`config.mk`:
```
export PLATFORM = sky130hd
export DESIGN_NAME = id_ex_stage
export DESIGN_NICKNAME = d
export VERILOG_FILES = /design/src/rtl/id_ex_stage.sv
export SDC_FILE = /design/constraint.sdc
export NUM_CORES = 1
export LEC_CHECK = 0
export BUFFER_PORTS_ARGS = -buffer_cell sky130_fd_sc_hd__buf_2
export CAP_MARGIN = 20
export CORE_AREA = 2 2 229 231
export DETAILED_ROUTE_END_ITERATION = 10
export DIE_AREA = 0 0 231 233
export PLACE_DENSITY = 0.44
export SYNTH_ARGS = -nofsm -noshare
export SYNTH_HDL_FRONTEND = slang
export SYNTH_SLANG_ARGS = --single-unit
```
`constraint.sdc`:
```
create_clock -name clk -period 2 [get_ports clk]
set_input_delay 0.1 -clock clk [delete_from_list [all_inputs] [get_ports clk]]
set_output_delay 0.1 -clock clk [all_outputs]
set_load 0.02 [all_outputs]
```
`src/rtl/id_ex_stage.sv`:
```
// ID/EX pipeline register with load-use hazard detection,
// flush handling and a saturating bubble counter.
module id_ex_stage #(
  parameter int XLEN = 64,
  parameter int RW   = 5,
  parameter int BCW  = 16
) (
  input  logic            clk,
  input  logic            reset,
  input  logic            id_valid,
  input  logic [XLEN-1:0] id_pc,
  input  logic [RW-1:0]   id_rs1,
  input  logic [RW-1:0]   id_rs2,
  input  logic [RW-1:0]   id_rd,
  input  logic            id_use_rs1,
  input  logic            id_use_rs2,
  input  logic [XLEN-1:0] id_imm,
  input  logic [3:0]      id_funct4,
  input  logic [7:0]      id_ctrl,
  input  logic [XLEN-1:0] ReadData1,
  input  logic [XLEN-1:0] ReadData2,
  input  logic            flush,
  output logic            stall_out,
  output logic            ex_valid,
  output logic [XLEN-1:0] ex_pc,
  output logic [XLEN-1:0] ex_imm,
  output logic [XLEN-1:0] ex_data1,
  output logic [XLEN-1:0] ex_data2,
  output logic [RW-1:0]   ex_rs1,
  output logic [RW-1:0]   ex_rs2,
  output logic [RW-1:0]   ex_rd,
  output logic [3:0]      ex_funct4,
  output logic [7:0]      ex_ctrl,
  output logic [BCW-1:0]  bubble_count
);

  typedef struct packed {
    logic            valid;
    logic [XLEN-1:0] pc;
    logic [XLEN-1:0] imm;
    logic [XLEN-1:0] data1;
    logic [XLEN-1:0] data2;
    logic [RW-1:0]   rs1;
    logic [RW-1:0]   rs2;
    logic [RW-1:0]   rd;
    logic [3:0]      funct4;
    logic [7:0]      ctrl;
  } id_ex_t;

  id_ex_t         r_ex;
  logic [BCW-1:0] r_bubbles;

  logic w_rs1_hit;
  logic w_rs2_hit;
  logic w_hazard;
  logic w_bubble;
  logic w_count;

  assign w_rs1_hit = id_use_rs1 && (id_rs1 == r_ex.rd);
  assign w_rs2_hit = id_use_rs2 && (id_rs2 == r_ex.rd);

  // EX holds a load whose result the ID instruction needs
  assign w_hazard = id_valid && r_ex.valid && r_ex.ctrl[6]
                 && (r_ex.rd != '0)
                 && (w_rs1_hit || w_rs2_hit);

  assign stall_out = w_hazard && !flush;
  assign w_bubble  = flush || stall_out;
  assign w_count   = flush ? id_valid : stall_out;

  always_ff @(posedge clk or negedge reset) begin
    if (!reset) begin
      r_ex      <= '0;
      r_bubbles <= '0;
    end else begin
      if (w_bubble) begin
        r_ex <= '0;
      end else begin
        r_ex.valid  <= id_valid;
        r_ex.pc     <= id_pc;
        r_ex.imm    <= id_imm;
        r_ex.data1  <= ReadData1;
        r_ex.data2  <= ReadData2;
        r_ex.rs1    <= id_rs1;
        r_ex.rs2    <= id_rs2;
        r_ex.rd     <= id_rd;
        r_ex.funct4 <= id_funct4;
        r_ex.ctrl   <= id_valid ? id_ctrl : 8'h00;
      end
      if (w_count && (r_bubbles != '1)) begin
        r_bubbles <= r_bubbles + 1'b1;
      end
    end
  end

  assign ex_valid     = r_ex.valid;
  assign ex_pc        = r_ex.pc;
  assign ex_imm       = r_ex.imm;
  assign ex_data1     = r_ex.data1;
  assign ex_data2     = r_ex.data2;
  assign ex_rs1       = r_ex.rs1;
  assign ex_rs2       = r_ex.rs2;
  assign ex_rd        = r_ex.rd;
  assign ex_funct4    = r_ex.funct4;
  assign ex_ctrl      = r_ex.ctrl;
  assign bubble_count = r_bubbles;

endmodule
```
Word level (Yosys, flattened, before mapping)
Cells that the tools add are included.
{"block": "op_classes", "reduce_logical": 12, "mux": 3, "eq_ne": 3, "add_sub_neg": 1}
{"op": "$mux W284", "count": 1}
{"op": "$add A16 B1 Y16 const B", "count": 1}
{"op": "$ne A16 B16 Y1 const B", "count": 1}
{"op": "$eq A5 B5 Y1", "count": 2}
{"op": "$logic_and A1 B1 Y1", "count": 8}
{"op": "$mux W8", "count": 1}
{"op": "$reduce_bool A5 Y1", "count": 1}
{"op": "$logic_or A1 B1 Y1", "count": 2}
{"op": "$logic_not A1 Y1", "count": 1}
{"op": "$mux W1", "count": 1}
{"block": "totals", "elab_cells": 30, "out_inout_bits": 301, "inputBits": 289, "ff_bits": 300}

Longest topological paths before layout
{"block": "logic_depth", "depth_word": 7, "depth_mapped": 8, "mapped_depth_nobuf": 7}

Least setup slack after synthesis
Ideal clock, no wire load.
{"block": "synth_path", "kind": "register to register", "from": "register r_ex (netlist bit ex_rd[0])", "to": "register r_bubbles[10] (netlist: bubble_count[10])", "period_less_slack_ps": 1924, "arrival_time_ps": 1791, "path_buffers": 1, "path_stages_with_launch": 8, "setup_slack_ps": 76, "required_time_ps": 1867, "setup_time_ps": 133, "cell_sequence": "dfrtp_1 > or4_1 > o21ai_2 > nor2_1 > a22oi_4 > buf_6 > nor3_1 > xor2_1"}
{"block": "synth_via", "elab_chain_len": 7, "word_cells_on_any_way": 11, "classes_between": "2 x eq/ne; 1 x mux; 8 x reduce/logical"}
{"item": "from (decl)", "line": "50", "text": "id_ex_t r_ex;"}
{"item": "$eq A5 B5 Y1, on equally long branches", "line": "59, 60"}
{"item": "$logic_and A1 B1 Y1, on equally long branches", "line": "59, 60"}
{"item": "$logic_or A1 B1 Y1", "line": "65", "text": "&& (w_rs1_hit || w_rs2_hit);"}
{"item": "$logic_and A1 B1 Y1 (*)", "line": "65"}
{"item": "$logic_and A1 B1 Y1 (*)", "line": "67", "text": "assign stall_out = w_hazard && !flush;"}
{"item": "$mux W1 (*)", "line": "69", "text": "assign w_count = flush ? id_valid : stall_out;"}
{"item": "$logic_and A1 B1 Y1 (*)", "line": "90", "text": "if (w_count && (r_bubbles != '1)) begin"}
{"item": "to (signal assigned)", "line": "91", "text": "r_bubbles <= r_bubbles + 1'b1;"}
{"item": "to (decl)", "line": "51", "text": "logic [BCW-1:0] r_bubbles;"}
Mark *: on every way between the ends. The rest lies on a longest branch, timed or not.
A chain may end at the register's enable or synchronous reset.

Worst setup path in the final report
{"block": "layout_path", "from": "register r_ex (netlist bit ex_rd[0])", "to": "register r_ex (netlist bit ex_pc[13])"}
{"block": "layout_via", "elab_chain_len": 7, "word_cells_on_any_way": 11, "classes_between": "2 x eq/ne; 1 x mux; 8 x reduce/logical"}
{"item": "$eq A5 B5 Y1, on equally long branches", "line": "59, 60"}
{"item": "$logic_and A1 B1 Y1, on equally long branches", "line": "59, 60"}
{"item": "$logic_or A1 B1 Y1", "line": "65"}
{"item": "$logic_and A1 B1 Y1 (*)", "line": "65"}
{"item": "$logic_and A1 B1 Y1 (*)", "line": "67"}
{"item": "$logic_or A1 B1 Y1 (*)", "line": "68", "text": "assign w_bubble = flush || stall_out;"}
{"item": "$mux W284 (*)", "line": "76", "text": "if (w_bubble) begin"}
Marked as above.

==> results.md <==
- In the finished design, the share of the clock period the worst path needs comes to 1.04.
- Along the worst path, the maximum fanout reaches 9.
- The floorplan step defined a die boundary enclosing 53800 sq um.
- The chip height is 233 um.
- Relative to the synthesized area, the layout overhead comes to 90.0%.
- In this run the static leakage power is 9.90 nW.
- The number of warnings issued by yosys is 0.
- In this run the number of H-tree levels came out at 2.
- The run finished, with violations left.
- By area the synthesized netlist is led by sky130_fd_sc_hd__dfrtp_1 75%, sky130_fd_sc_hd__and2_1 17%, sky130_fd_sc_hd__xor2_1 1.2%, sky130_fd_sc_hd__clkbuf_2 1.0%, sky130_fd_sc_hd__xnor2_1 0.88%.
- The master cell of the clock root buffer is sky130_fd_sc_hd__clkbuf_16.
- After detailed routing, the total wire length is 39200 um.
- The final hold violation count is 0.
- The slowest cell on the critical path is sky130_fd_sc_hd__or4_4.
- The number of setup violations in the final report is 135.
- The wire length of the first global-routing pass is 54300 um.
- The endpoint class of the critical path is a flop.
- In this design, the stage delay of the slowest critical-path cell is 550 ps.
- Clock tree synthesis found a total of 300 sinks.
- The number of global-route vias before repair is 9292.
- The post-synthesis sequential element count is 300.
- The clock transition at the register clock pins on the worst setup and hold paths after CTS is 60 ps.
- After detailed routing, the average wire length per cell comes to 16.7 um.
- Synthesis produced a netlist with a net count of 987.
- The largest net degree at the start of global routing is 61.
- Summed over all layers, the global routing overflow is 0.
- The final critical path time including I/O delays and setup is 2080 ps.
- The worst hold-check slack is 95.1 ps.
- The violation count after the first detailed-route iteration is 298.
- The count of cell types in the netlist is 29.
- The half-perimeter wire length after detailed placement is 26400 um.
- STA classifies the critical path startpoint as a flop.
- The total power per unit cell area is 833 nW/um^2.
- The first TritonRoute pass finished after 6 iterations.
- In the final layout, the share of cells above drive strength 1 is 0.478.
- Setup repair after global routing could not meet its margin everywhere.
- Averaged over all synthesized cells, the footprint is 14.3 sq um.
- At the end of the flow, the number of nets in the layout was 1932.
- In this run the tightest slew margin relative to its limit is 0.658.
- The I/O pin count is 590.
- In this run the critical register-to-register path is launched from ex_rd[0]$_DFF_PN0_.
- In this run the remaining antenna-violating nets after routing total 0.
- Walking the worst path, the cells encountered are or4_4 > o21ai_4 > nor2b_4 > nor2_4 > buf_12 > buf_12 > clkbuf_16 > and2_4.
- The via density per instance is 3.69.
- The number of cells on the worst reg-to-reg path is 8.
- Based on the critical path, the design can be clocked at up to 480 MHz.
- The number of non-filler instances in the completed layout is 2350.
- The worst min-delay path class is in2async.
- The chip width is 231 um.
- The endpoint of the worst-slack reg-to-reg timing path is ex_pc[13]$_DFF_PN0_.
- The type of the worst setup path is reg2reg.
- The final reports fail on negative setup slack.
- The area share of the largest cell type after synthesis is 0.751.
- The residual DRC count is 0.
- The largest total area in the synthesized netlist belongs to sky130_fd_sc_hd__dfrtp_1.
- The final setup skew is 13.7 ps.
- The worst-case IR drop observed on VDD is 0.473 mV.
- The number of standard cells after synthesis is 697.
- In this run, placement finished with an instance count of 1969.
- The total standard cell area after synthesis is 10000 sq um.
- The required time at the worst-slack endpoint is 2460 ps.
- The number of buffers between clock root and the deepest sink is 3.
- The routability congestion estimate from global placement is 0.793.
- Clock tree synthesis inserted a total of 36 buffers.
- The data arrival time of the critical path is 2550 ps.
- The tool flagged a number of max-cap violations equal to 0.
- Setup slack on the worst reg-to-reg path comes out at -80 ps.
- At the pin with the least slew margin, the transition time is 514 ps.
- The initial utilization of the core area, before any placement, comes to 0.196.
- The initialized floorplan defines 83 standard-cell rows.
- The count of vias placed by the detailed router is 8661.
- The core occupancy in the finished layout is 0.372.
- The clock latency reported for the late side of the worst-skew pair is 530 ps.
- Counting stages on the worst path, the most repeated cell is sky130_fd_sc_hd__buf_12.
- Setup slack on the critical path of the routed design comes to -83.9 ps.
- The share of the Yosys chip area taken by registers is 0.751.
- In this run the standard cell core region covers 51100 sq um.
- The final total power is 15.8 mW.
- The number of max-slew violations in the final report is 0.
- Across every metal layer, demand over resource in global routing totals 0.133.
- TritonCTS built the clock tree.
- The count of input and output buffers is 589.
- The number of antenna violations at the first check in global routing came to 6.
==> cell type report <==
type | count | area [sq um]
fill | 5008 | 32100
sequential | 300 | 7510
timing repair buffer | 941 | 6840
multi-input combinational | 362 | 2590
clock buffer | 52 | 1060
tap | 680 | 851
clock inverter | 9 | 141
antenna | 5 | 12.5
inverter | 1 | 3.75
==> power breakdown <==
| group | switching, mW | internal, mW |
|---|---|---|
| Sequential | 0.169 | 6.43 |
| Combinational | 1.28 | 1.28 |
| Clock | 2.60 | 4.08 |
==> metal layers <==
layer / global-route usage / vias to the layer above / part of all wire
met5: 0 / - / 0
met1: 0.143 / 4193 / 0.38
met2: 0.243 / 357 / 0.52
met4: 0.0381 / 0 / 0.021
met3: 0.0493 / 57 / 0.085
li1: - / 4054 / -
==> flip-flops by register name, summed over array words and instances (netlist names) <==
register and flops:
ex_data1 64, ex_data2 64, ex_imm 64, ex_pc 64
bubble_count 16, ex_ctrl 8, ex_rd 5, ex_rs1 5
ex_rs2 5, ex_funct4 4, ex_valid 1
==> synthesized netlist by cell type (all sizes together) <==
library cell    n
dfrtp         300
and2          277
clkbuf         30
xor2           14
and3           12
xnor2          10
nor2            9
nor3            8
nand2           7
nand3           6
nand4           6
buf             4
nor4            2
a22oi           1
ha              1
inv             1
mux2            1
mux2i           1
nor2b           1
nor3b           1
nor4b           1
o21ai           1
o22ai           1
or3             1
or4             1
==> placed cells by master (no fill, tap or decap), drive strengths merged, types with 2 or more instances in the layout <==
cell,Yosys,routed
buf,4,646
dfrtp,300,300
dlygate4sd3,0,285
and2,277,277
clkbuf,30,62
xor2,14,14
and3,12,12
xnor2,10,10
nor2,9,9
nor3,8,8
nand2,7,7
nand4,6,6
nand3,6,6
diode,0,5
clkinvlp,0,3
bufinv,0,3
clkinv,0,2
inv,1,2
nor4,2,2
==> metrics by stage <==
stage | cell area, sq um | setup slack (ps) | setup TNS, ps
finish | 19000 | -83.9 | -5440
global route | 19000 | -162 | -22350
CTS | 18300 | -127 | -11770
detailed placement | 14000 | -25.3 | -192
global placement | 14000 | -36.8 | -2270
floorplan | 10000 | 76.3 | 0
==> how the worst max path moves through the flow <==
stage / from / to / slack [ps]
final: ex_rd[0]$_DFF_PN0_ / ex_pc[13]$_DFF_PN0_ / -80
after global placement: ex_rd[0]$_DFF_PN0_ / ex_data2[24]$_DFF_PN0_ / -40
after floorplan: ex_rd[0]$_DFF_PN0_ / bubble_count[10]$_DFFE_PN0P_ / 80
after CTS: ex_rd[3]$_DFF_PN0_ / stall_out / -130
after detailed placement: ex_rd[0]$_DFF_PN0_ / ex_imm[53]$_DFF_PN0_ / -30
after global routing: ex_rd[0]$_DFF_PN0_ / ex_imm[46]$_DFF_PN0_ / -160
==> kinds of logic after synthesis <==
family	after synthesis	synth area share
buffers and inverters	35	0.0179
multiplexers	2	0.00213
AO/OA/AOI/OAI	3	0.00363
adder cells (fa/ha/maj)	1	0.00125
flip-flops	300	0.751
AND/OR/NAND/NOR	332	0.203
XOR/XNOR	24	0.0210
==> what timing repair did <==
action	4_1_cts	5_1_grt
cloned	2	14
hold buffers	285	0
setup buffers	6	8
pin swaps	4	60
setup endpoints to repair	113	282
hold endpoints to repair	499	0
resized for setup	12	98
==> critical path: cells and delay by family, from the launching register on <==
| kind | cells | cell delay (ps) |
|---|---|---|
| buf+inv | 3 | 490 |
| flops | 1 | 370 |
| compound gates | 1 | 210 |
| simple gates | 4 | 940 |
No activity file was read; power rests on OpenSTA's default activity.
